## src/rtl/trigger_window_sched_if.sv

```systemverilog
// Window handshake bus between the trigger window scheduler and the matching engine.
interface trigger_window_sched_if #(
  parameter int WIDTH    = 12,
  parameter int ID_WIDTH = 12
);
  logic                win_valid;
  logic                win_ready;
  logic [WIDTH-1:0]    win_start;
  logic [WIDTH-1:0]    win_end;
  logic [ID_WIDTH-1:0] win_evt_id;

  modport master (
    output win_valid, win_start, win_end, win_evt_id,
    input  win_ready
  );

  modport slave (
    input  win_valid, win_start, win_end, win_evt_id,
    output win_ready
  );
endinterface

```

## src/rtl/trigger_window_sched.sv

```systemverilog
// Queues trigger time stamps and computes rollover-aware search windows
// with one shared adder, presenting each window over a valid/ready bus.
//
// state   | meaning
// IDLE    | no work; pops the FIFO head when one is queued
// START   | adder computes window start from the trigger time
// END     | adder computes window end from the registered start
// PRESENT | window held on the bus until accepted
module trigger_window_sched #(
  parameter int WIDTH    = 12,
  parameter int DEPTH    = 4,
  parameter int ID_WIDTH = 12
) (
  input  logic                 clk,
  input  logic                 rst_n,
  input  logic                 enable,
  input  logic                 trig_valid,
  input  logic [WIDTH-1:0]     trig_time,
  input  logic [WIDTH-1:0]     search_offset,
  input  logic [WIDTH-1:0]     window_width,
  input  logic [WIDTH-1:0]     rollover,
  trigger_window_sched_if.master win,
  output logic                 fifo_full,
  output logic                 trig_lost,
  output logic [7:0]           lost_cnt,
  input  logic                 lost_clr
);
  localparam int AW = $clog2(DEPTH);
  localparam int CW = AW + 1;

  typedef enum logic [1:0] {S_IDLE, S_START, S_END, S_PRESENT} state_t;

  state_t              state_q, state_d;
  logic [WIDTH-1:0]    mem_time_q [DEPTH];
  logic [WIDTH-1:0]    mem_time_d [DEPTH];
  logic [ID_WIDTH-1:0] mem_id_q   [DEPTH];
  logic [ID_WIDTH-1:0] mem_id_d   [DEPTH];
  logic [AW-1:0]       wr_ptr_q, wr_ptr_d, rd_ptr_q, rd_ptr_d;
  logic [CW-1:0]       cnt_q, cnt_d;
  logic                fifo_full_q, fifo_full_d;
  logic [ID_WIDTH-1:0] evt_cnt_q, evt_cnt_d;
  logic [WIDTH-1:0]    work_time_q, work_time_d;
  logic [ID_WIDTH-1:0] work_id_q, work_id_d;
  logic                win_valid_q, win_valid_d;
  logic [WIDTH-1:0]    win_start_q, win_start_d;
  logic [WIDTH-1:0]    win_end_q, win_end_d;
  logic [ID_WIDTH-1:0] win_evt_id_q, win_evt_id_d;
  logic                trig_lost_q, trig_lost_d;
  logic [7:0]          lost_cnt_q, lost_cnt_d;

  logic             fifo_empty, xfer, pop, push_req, push, drop;
  logic [WIDTH-1:0] add_a, add_b, add_sum, add_res, headroom;

  always_comb begin
    fifo_empty = (cnt_q == '0);
    xfer       = (state_q == S_PRESENT) && win.win_ready;
    pop        = !fifo_empty && ((state_q == S_IDLE) || xfer);
    push_req   = trig_valid && enable;
    // a full FIFO still takes a trigger when the head leaves on the same edge
    push       = push_req && (!fifo_full_q || pop);
    drop       = push_req && fifo_full_q && !pop;

    add_a    = (state_q == S_END) ? win_start_q  : work_time_q;
    add_b    = (state_q == S_END) ? window_width : search_offset;
    headroom = rollover - add_a;
    add_sum  = add_a + add_b;
    add_res  = (headroom >= add_b) ? add_sum : add_sum - rollover - WIDTH'(1);

    mem_time_d   = mem_time_q;
    mem_id_d     = mem_id_q;
    wr_ptr_d     = wr_ptr_q;
    rd_ptr_d     = rd_ptr_q;
    cnt_d        = cnt_q;
    evt_cnt_d    = evt_cnt_q;
    work_time_d  = work_time_q;
    work_id_d    = work_id_q;
    state_d      = state_q;
    win_start_d  = win_start_q;
    win_end_d    = win_end_q;
    win_evt_id_d = win_evt_id_q;
    trig_lost_d  = trig_lost_q;
    lost_cnt_d   = lost_cnt_q;

    if (push) begin
      mem_time_d[wr_ptr_q] = trig_time;
      mem_id_d[wr_ptr_q]   = evt_cnt_q;
      wr_ptr_d             = wr_ptr_q + AW'(1);
      evt_cnt_d            = evt_cnt_q + ID_WIDTH'(1);
    end
    if (pop) begin
      work_time_d = mem_time_q[rd_ptr_q];
      work_id_d   = mem_id_q[rd_ptr_q];
      rd_ptr_d    = rd_ptr_q + AW'(1);
    end
    case ({push, pop})
      2'b10:   cnt_d = cnt_q + CW'(1);
      2'b01:   cnt_d = cnt_q - CW'(1);
      default: cnt_d = cnt_q;
    endcase
    fifo_full_d = (cnt_d == CW'(DEPTH));

    case (state_q)
      S_IDLE:    if (pop) state_d = S_START;
      S_START: begin
        win_start_d = add_res;
        state_d     = S_END;
      end
      S_END: begin
        win_end_d    = add_res;
        win_evt_id_d = work_id_q;
        state_d      = S_PRESENT;
      end
      S_PRESENT: if (xfer) state_d = pop ? S_START : S_IDLE;
      default:   state_d = S_IDLE;
    endcase
    win_valid_d = (state_d == S_PRESENT);

    if (lost_clr) begin
      trig_lost_d = 1'b0;
      lost_cnt_d  = 8'd0;
    end else if (drop) begin
      trig_lost_d = 1'b1;
      if (lost_cnt_q != 8'hFF) lost_cnt_d = lost_cnt_q + 8'd1;
    end
  end

  always_ff @(posedge clk or negedge rst_n) begin
    if (!rst_n) begin
      state_q      <= S_IDLE;
      mem_time_q   <= '{default: '0};
      mem_id_q     <= '{default: '0};
      wr_ptr_q     <= '0;
      rd_ptr_q     <= '0;
      cnt_q        <= '0;
      fifo_full_q  <= 1'b0;
      evt_cnt_q    <= '0;
      work_time_q  <= '0;
      work_id_q    <= '0;
      win_valid_q  <= 1'b0;
      win_start_q  <= '0;
      win_end_q    <= '0;
      win_evt_id_q <= '0;
      trig_lost_q  <= 1'b0;
      lost_cnt_q   <= 8'd0;
    end else begin
      state_q      <= state_d;
      mem_time_q   <= mem_time_d;
      mem_id_q     <= mem_id_d;
      wr_ptr_q     <= wr_ptr_d;
      rd_ptr_q     <= rd_ptr_d;
      cnt_q        <= cnt_d;
      fifo_full_q  <= fifo_full_d;
      evt_cnt_q    <= evt_cnt_d;
      work_time_q  <= work_time_d;
      work_id_q    <= work_id_d;
      win_valid_q  <= win_valid_d;
      win_start_q  <= win_start_d;
      win_end_q    <= win_end_d;
      win_evt_id_q <= win_evt_id_d;
      trig_lost_q  <= trig_lost_d;
      lost_cnt_q   <= lost_cnt_d;
    end
  end

  assign win.win_valid  = win_valid_q;
  assign win.win_start  = win_start_q;
  assign win.win_end    = win_end_q;
  assign win.win_evt_id = win_evt_id_q;
  assign fifo_full      = fifo_full_q;
  assign trig_lost      = trig_lost_q;
  assign lost_cnt       = lost_cnt_q;
endmodule

```

## src/flat_wrapper.sv

```systemverilog
// flat-port wrapper written by rule: the top's interface ports become plain ports
module trigger_window_sched_flat 
#(
  parameter int WIDTH    = 12,
  parameter int DEPTH    = 4,
  parameter int ID_WIDTH = 12
)
  (clk, rst_n, enable, trig_valid, trig_time, search_offset, window_width, rollover, fifo_full, trig_lost, lost_cnt, lost_clr, win_win_valid, win_win_start, win_win_end, win_win_evt_id, win_win_ready);
  trigger_window_sched_if #(.WIDTH(WIDTH), .ID_WIDTH(ID_WIDTH)) win_i ();
  input  logic clk;
  input  logic rst_n;
  input  logic enable;
  input  logic trig_valid;
  input  logic [WIDTH-1:0] trig_time;
  input  logic [WIDTH-1:0] search_offset;
  input  logic [WIDTH-1:0] window_width;
  input  logic [WIDTH-1:0] rollover;
  output logic fifo_full;
  output logic trig_lost;
  output logic [7:0] lost_cnt;
  input  logic lost_clr;
  output wire logic [$bits(win_i.win_valid)-1:0] win_win_valid;
  output wire logic [$bits(win_i.win_start)-1:0] win_win_start;
  output wire logic [$bits(win_i.win_end)-1:0] win_win_end;
  output wire logic [$bits(win_i.win_evt_id)-1:0] win_win_evt_id;
  input wire logic [$bits(win_i.win_ready)-1:0] win_win_ready;
  assign win_win_valid = win_i.win_valid;
  assign win_win_start = win_i.win_start;
  assign win_win_end = win_i.win_end;
  assign win_win_evt_id = win_i.win_evt_id;
  assign win_i.win_ready = win_win_ready;
  trigger_window_sched #(.WIDTH(WIDTH), .DEPTH(DEPTH), .ID_WIDTH(ID_WIDTH)) u_core (.clk(clk), .rst_n(rst_n), .enable(enable), .trig_valid(trig_valid), .trig_time(trig_time), .search_offset(search_offset), .window_width(window_width), .rollover(rollover), .win(win_i), .fifo_full(fifo_full), .trig_lost(trig_lost), .lost_cnt(lost_cnt), .lost_clr(lost_clr));
endmodule
```

## config.mk

```make
export PLATFORM = sky130hd
export DESIGN_NAME = trigger_window_sched_flat
export DESIGN_NICKNAME = d
export VERILOG_FILES = /design/src/rtl/trigger_window_sched_if.sv /design/src/rtl/trigger_window_sched.sv /design/src/flat_wrapper.sv
export SDC_FILE = /design/constraint.sdc
export NUM_CORES = 1
export LEC_CHECK = 0
export CAP_MARGIN = 20
export CORE_ASPECT_RATIO = 2
export CORE_MARGIN = 4
export CORE_UTILIZATION = 40
export DETAILED_ROUTE_END_ITERATION = 7
export PLACE_DENSITY = 0.67
export SETUP_SLACK_MARGIN = 0.4
export SYNTH_ARGS = -nofsm -noshare
export SYNTH_HDL_FRONTEND = slang
export SYNTH_SLANG_ARGS = --single-unit
```

## constraint.sdc

```tcl
create_clock -name clk -period 4.78 [get_ports clk]
set_input_delay 0.956 -clock clk [delete_from_list [all_inputs] [get_ports clk]]
set_output_delay 0.956 -clock clk [all_outputs]
set_load 0.02 [all_outputs]
```

==> impl_metrics.ini <==
[run_status]
status = finished clean

[worst_setup_path]
cp_slowest_stage_delay_ns = 0.44
crit_family = compound AO/OA/AOI/OAI gates
cpMostUsedCell = buf_4
endpoint_kind = register
r2r_slack_ns = 0.44
worstPathRequired_ns = 5.13
slowest_stage = dfrtp_2
cp-start-kind = register
critical_path.cell_chain = buf_4, nand2b_4, mux2_4, inv_2, ha_1, nor2b_1, o21a_1, o21ai_2, a22oi_2, a211oi_2, buf_4, a21oi_2, xnor2_1, ha_1, nand4_1, buf_4, o31ai_4, buf_12, mux2_2, o21ai_0
worstPathArrival_ns = 4.69
worstPathMaxFanout = 5
worstSetupPathType = reg -> reg
cp_num_buf_inv = 5

[synth]
synth_ff_type = dfrtp_1
syn-num-nets = 1000
ys_async_sr_fraction_pct = 100
syn_area_per_cell_sq_um = 11.4
synth_top_area_share_pct = 46.2
yosysWarnings = 0
syn_area_sq_um = 10200
yosysTopAreaCell = dfrtp_1
ys_types = 65
ys_seq_area_share_pct = 46.2
syn_inst = 892
ys_ff_latch = 188
synth_edf_count = 0
synth_top_cells_by_area = dfrtp_1, mux2_2, ha_1, mux4_2, nand2_1

[finish]
multi_input_area_sq_um = 5450
layout_commonest_cell = dfrtp_1
regArea_sq_um = 4710
antenna_cells = 0
area_growth_pct = 27.6
nFillCells = 2263
nNetsFinal = 1160
final_cell_mix = dfrtp_1, nand2_1, mux2_2
drive_gt1_share_pct = 30.7
final_cell_area_sq_um = 13000

[global_route]
grt_start_max_net_pins = 101
grt_pass1_wl_um = 41100
grt_pass1_vias = 7967
grt-ovfl-total = 0
grt_use_total_pct = 18.8
antenna_found_initial = 0

[floorplan]
core_sq_um = 25000
die_y_um = 234
initial_core_util_pct = 40.7
die_w_um = 121
rows = 82
num_io_pins = 101
die-area_sq_um = 28200

[clocking]
cts_buffer_depth = 2
clock-root-buffer = clkbuf_16
cts_hold_buf = 0
clkTransAtPathRegs_ns = 0.07
numCtsBuffers = 17
clk_latency_ns = 0.44
cts_tree = done
clock-sinks = 188
cts_htree_levels = 4

[sta]
setup-tns-final_ns = 0
final_hold_viol_count = 0
min_period_ns = 4.34
max_freq_mhz = 231
worst_slack_ns = 0.443
clock_skew_ns = 0.0107
worstMarginPinSlew_ns = 1.01
setup_viol = 0
finalCritPeriodShare_pct = 90.7
final_max_slew_viol_count = 0
rsz0062_at_grt = yes
slew_headroom_pct = 32.5

[detailed_routing]
routedWlPerCell_um = 18.4
routed_wl_um = 25800
drt_pass1_iterations = 6
antenna_left = 0
num_vias = 7385
drt_iter0_drc = 340
drc = 0
viasPerCell = 5.27

[flow_run]
maxCapViolations = 0

[worst_hold_path]
min_path_type = reg -> reg

[power]
p_leak_uw = 0.00598
p_per_area_nw_per_um2 = 856
power.total_uw = 11100
comb_power_share_pct = 64.8
p_clk_share_pct = 12.1
p_sw_uw = 4650
pwr-share-seq_pct = 23.1
sw_frac_of_total_pct = 41.8
power.internal_uw = 6470
peakVddDrop_mv = 0.446

[placed_design]
gp_congestion = 0.875
io_buffers = 100
placed_area_sq_um = 12000
hpwlAfterDp_um = 18900
pre_cts_ws_ns = -0.442
==> worst paths after layout <==
check | start | endpoint | cells past startpoint
max | u_core.state_q[1]$_DFF_PN0_ | u_core.win.win_end[1]$_DFFE_PN0P_ | 20
min | u_core.work_id_q[0]$_DFFE_PN0P_ | u_core.win.win_evt_id[0]$_DFFE_PN0P_ | 2
max reg2reg | u_core.state_q[1]$_DFF_PN0_ | u_core.win.win_end[1]$_DFFE_PN0P_ | 20
min reg2reg | u_core.work_id_q[0]$_DFFE_PN0P_ | u_core.win.win_evt_id[0]$_DFFE_PN0P_ | 2
max in group asynchronous | rst_n | u_core.mem_time_q[5]$_DFFE_PN0P_ | 2
min in group asynchronous | rst_n | u_core.wr_ptr_q[0]$_DFFE_PN0P_ | 1
==> final cells by class <==
cell class | count | area share (%)
Tap cell | 336 | 3.24
Inverter | 46 | 1.33
Timing Repair Buffer | 179 | 13.0
Clock inverter | 15 | 1.00
Sequential cell | 188 | 36.2
Multi-Input combinational cell | 620 | 41.9
Clock buffer | 17 | 3.27
==> what timing repair did <==
action	4_1_cts	5_1_grt
pin swaps	18	34
setup buffers	7	8
hold endpoints to repair	0	0
resized for setup	25	54
gates cloned	0	1
endpoints found under the setup margin	24	24
==> registers in the layout, summed over array words and instances (netlist names) <==
| signal | count |
|---|---|
| u_core.win.win_evt_id | 12 |
| u_core.lost_cnt | 8 |
| u_core.fifo_full | 1 |
| u_core.cnt_q | 3 |
| u_core.mem_time_q | 48 |
| u_core.win.win_end | 12 |
| u_core.mem_id_q | 48 |
| u_core.rd_ptr_q | 2 |
| u_core.win.win_valid | 1 |
| u_core.trig_lost | 1 |
| u_core.work_id_q | 12 |
| u_core.work_time_q | 12 |
| u_core.evt_cnt_q | 12 |
| u_core.win.win_start | 12 |
| u_core.wr_ptr_q | 2 |
| u_core.state_q | 2 |
==> power groups by stage <==
stage / sequential, uW / combinational, uW / clock (uW)
global placement: 2580 / 6350 / 0
floorplan: 2570 / 4230 / 0
detailed placement: 2600 / 6460 / 0
finish: 2570 / 7200 / 1350
CTS: 2580 / 6710 / 1380
global route: 2650 / 7820 / 1440
==> layer usage <==
metal,GRT usage [%],wire [um],vias to the layer above
li1,-,-,3441
met1,18.9,9110,3718
met2,36.8,14900,161
met3,3.03,748,65
met4,8.94,1090,0
met5,0,0,-
==> cells in the mapped netlist, drive strengths merged (10+ instances only) <==
master	instances
buf	20
nor2	33
mux4	24
clkbuf	18
a21oi	22
nand2	141
mux2i	20
nand3	14
inv	46
ha	51
xor2	18
a21o	10
xnor2	33
nor2b	12
o21ai	34
dfrtp	188
mux2	122
==> worst min-delay path, stage by stage (launching register included) <==
cell and delay [ns]:
dfrtp_1 0.34, nand2_1 0.05, nand2_1 0.05
==> cells by family (layout without fill, tap and decap cells) <==
| logic type | Yosys count | after routing | share of synthesized area (%) |
|---|---|---|---|
| adder cells (fa/ha/maj) | 55 | 55 | 6.96 |
| flip-flops | 188 | 188 | 46.2 |
| AO/OA/AOI/OAI | 111 | 111 | 7.41 |
| XOR/XNOR | 51 | 51 | 4.39 |
| multiplexers | 166 | 166 | 20.8 |
| buffers and inverters | 84 | 257 | 3.50 |
| AND/OR/NAND/NOR | 237 | 237 | 10.7 |
==> per-stage QoR <==
| stage | utilization, % | hold slack (ns) | cells |
|---|---|---|---|
| finish | 51.9 | 0.468 | 1401 |
| global route | 51.9 | 0.502 | 1401 |
| CTS | 50.6 | 0.475 | 1392 |
| detailed placement | 47.8 | 0.461 | 1353 |
| global placement | 47.8 | 0.457 | 1353 |
| floorplan | - | 0.435 | 892 |
(Power assumes the default switching activity.)
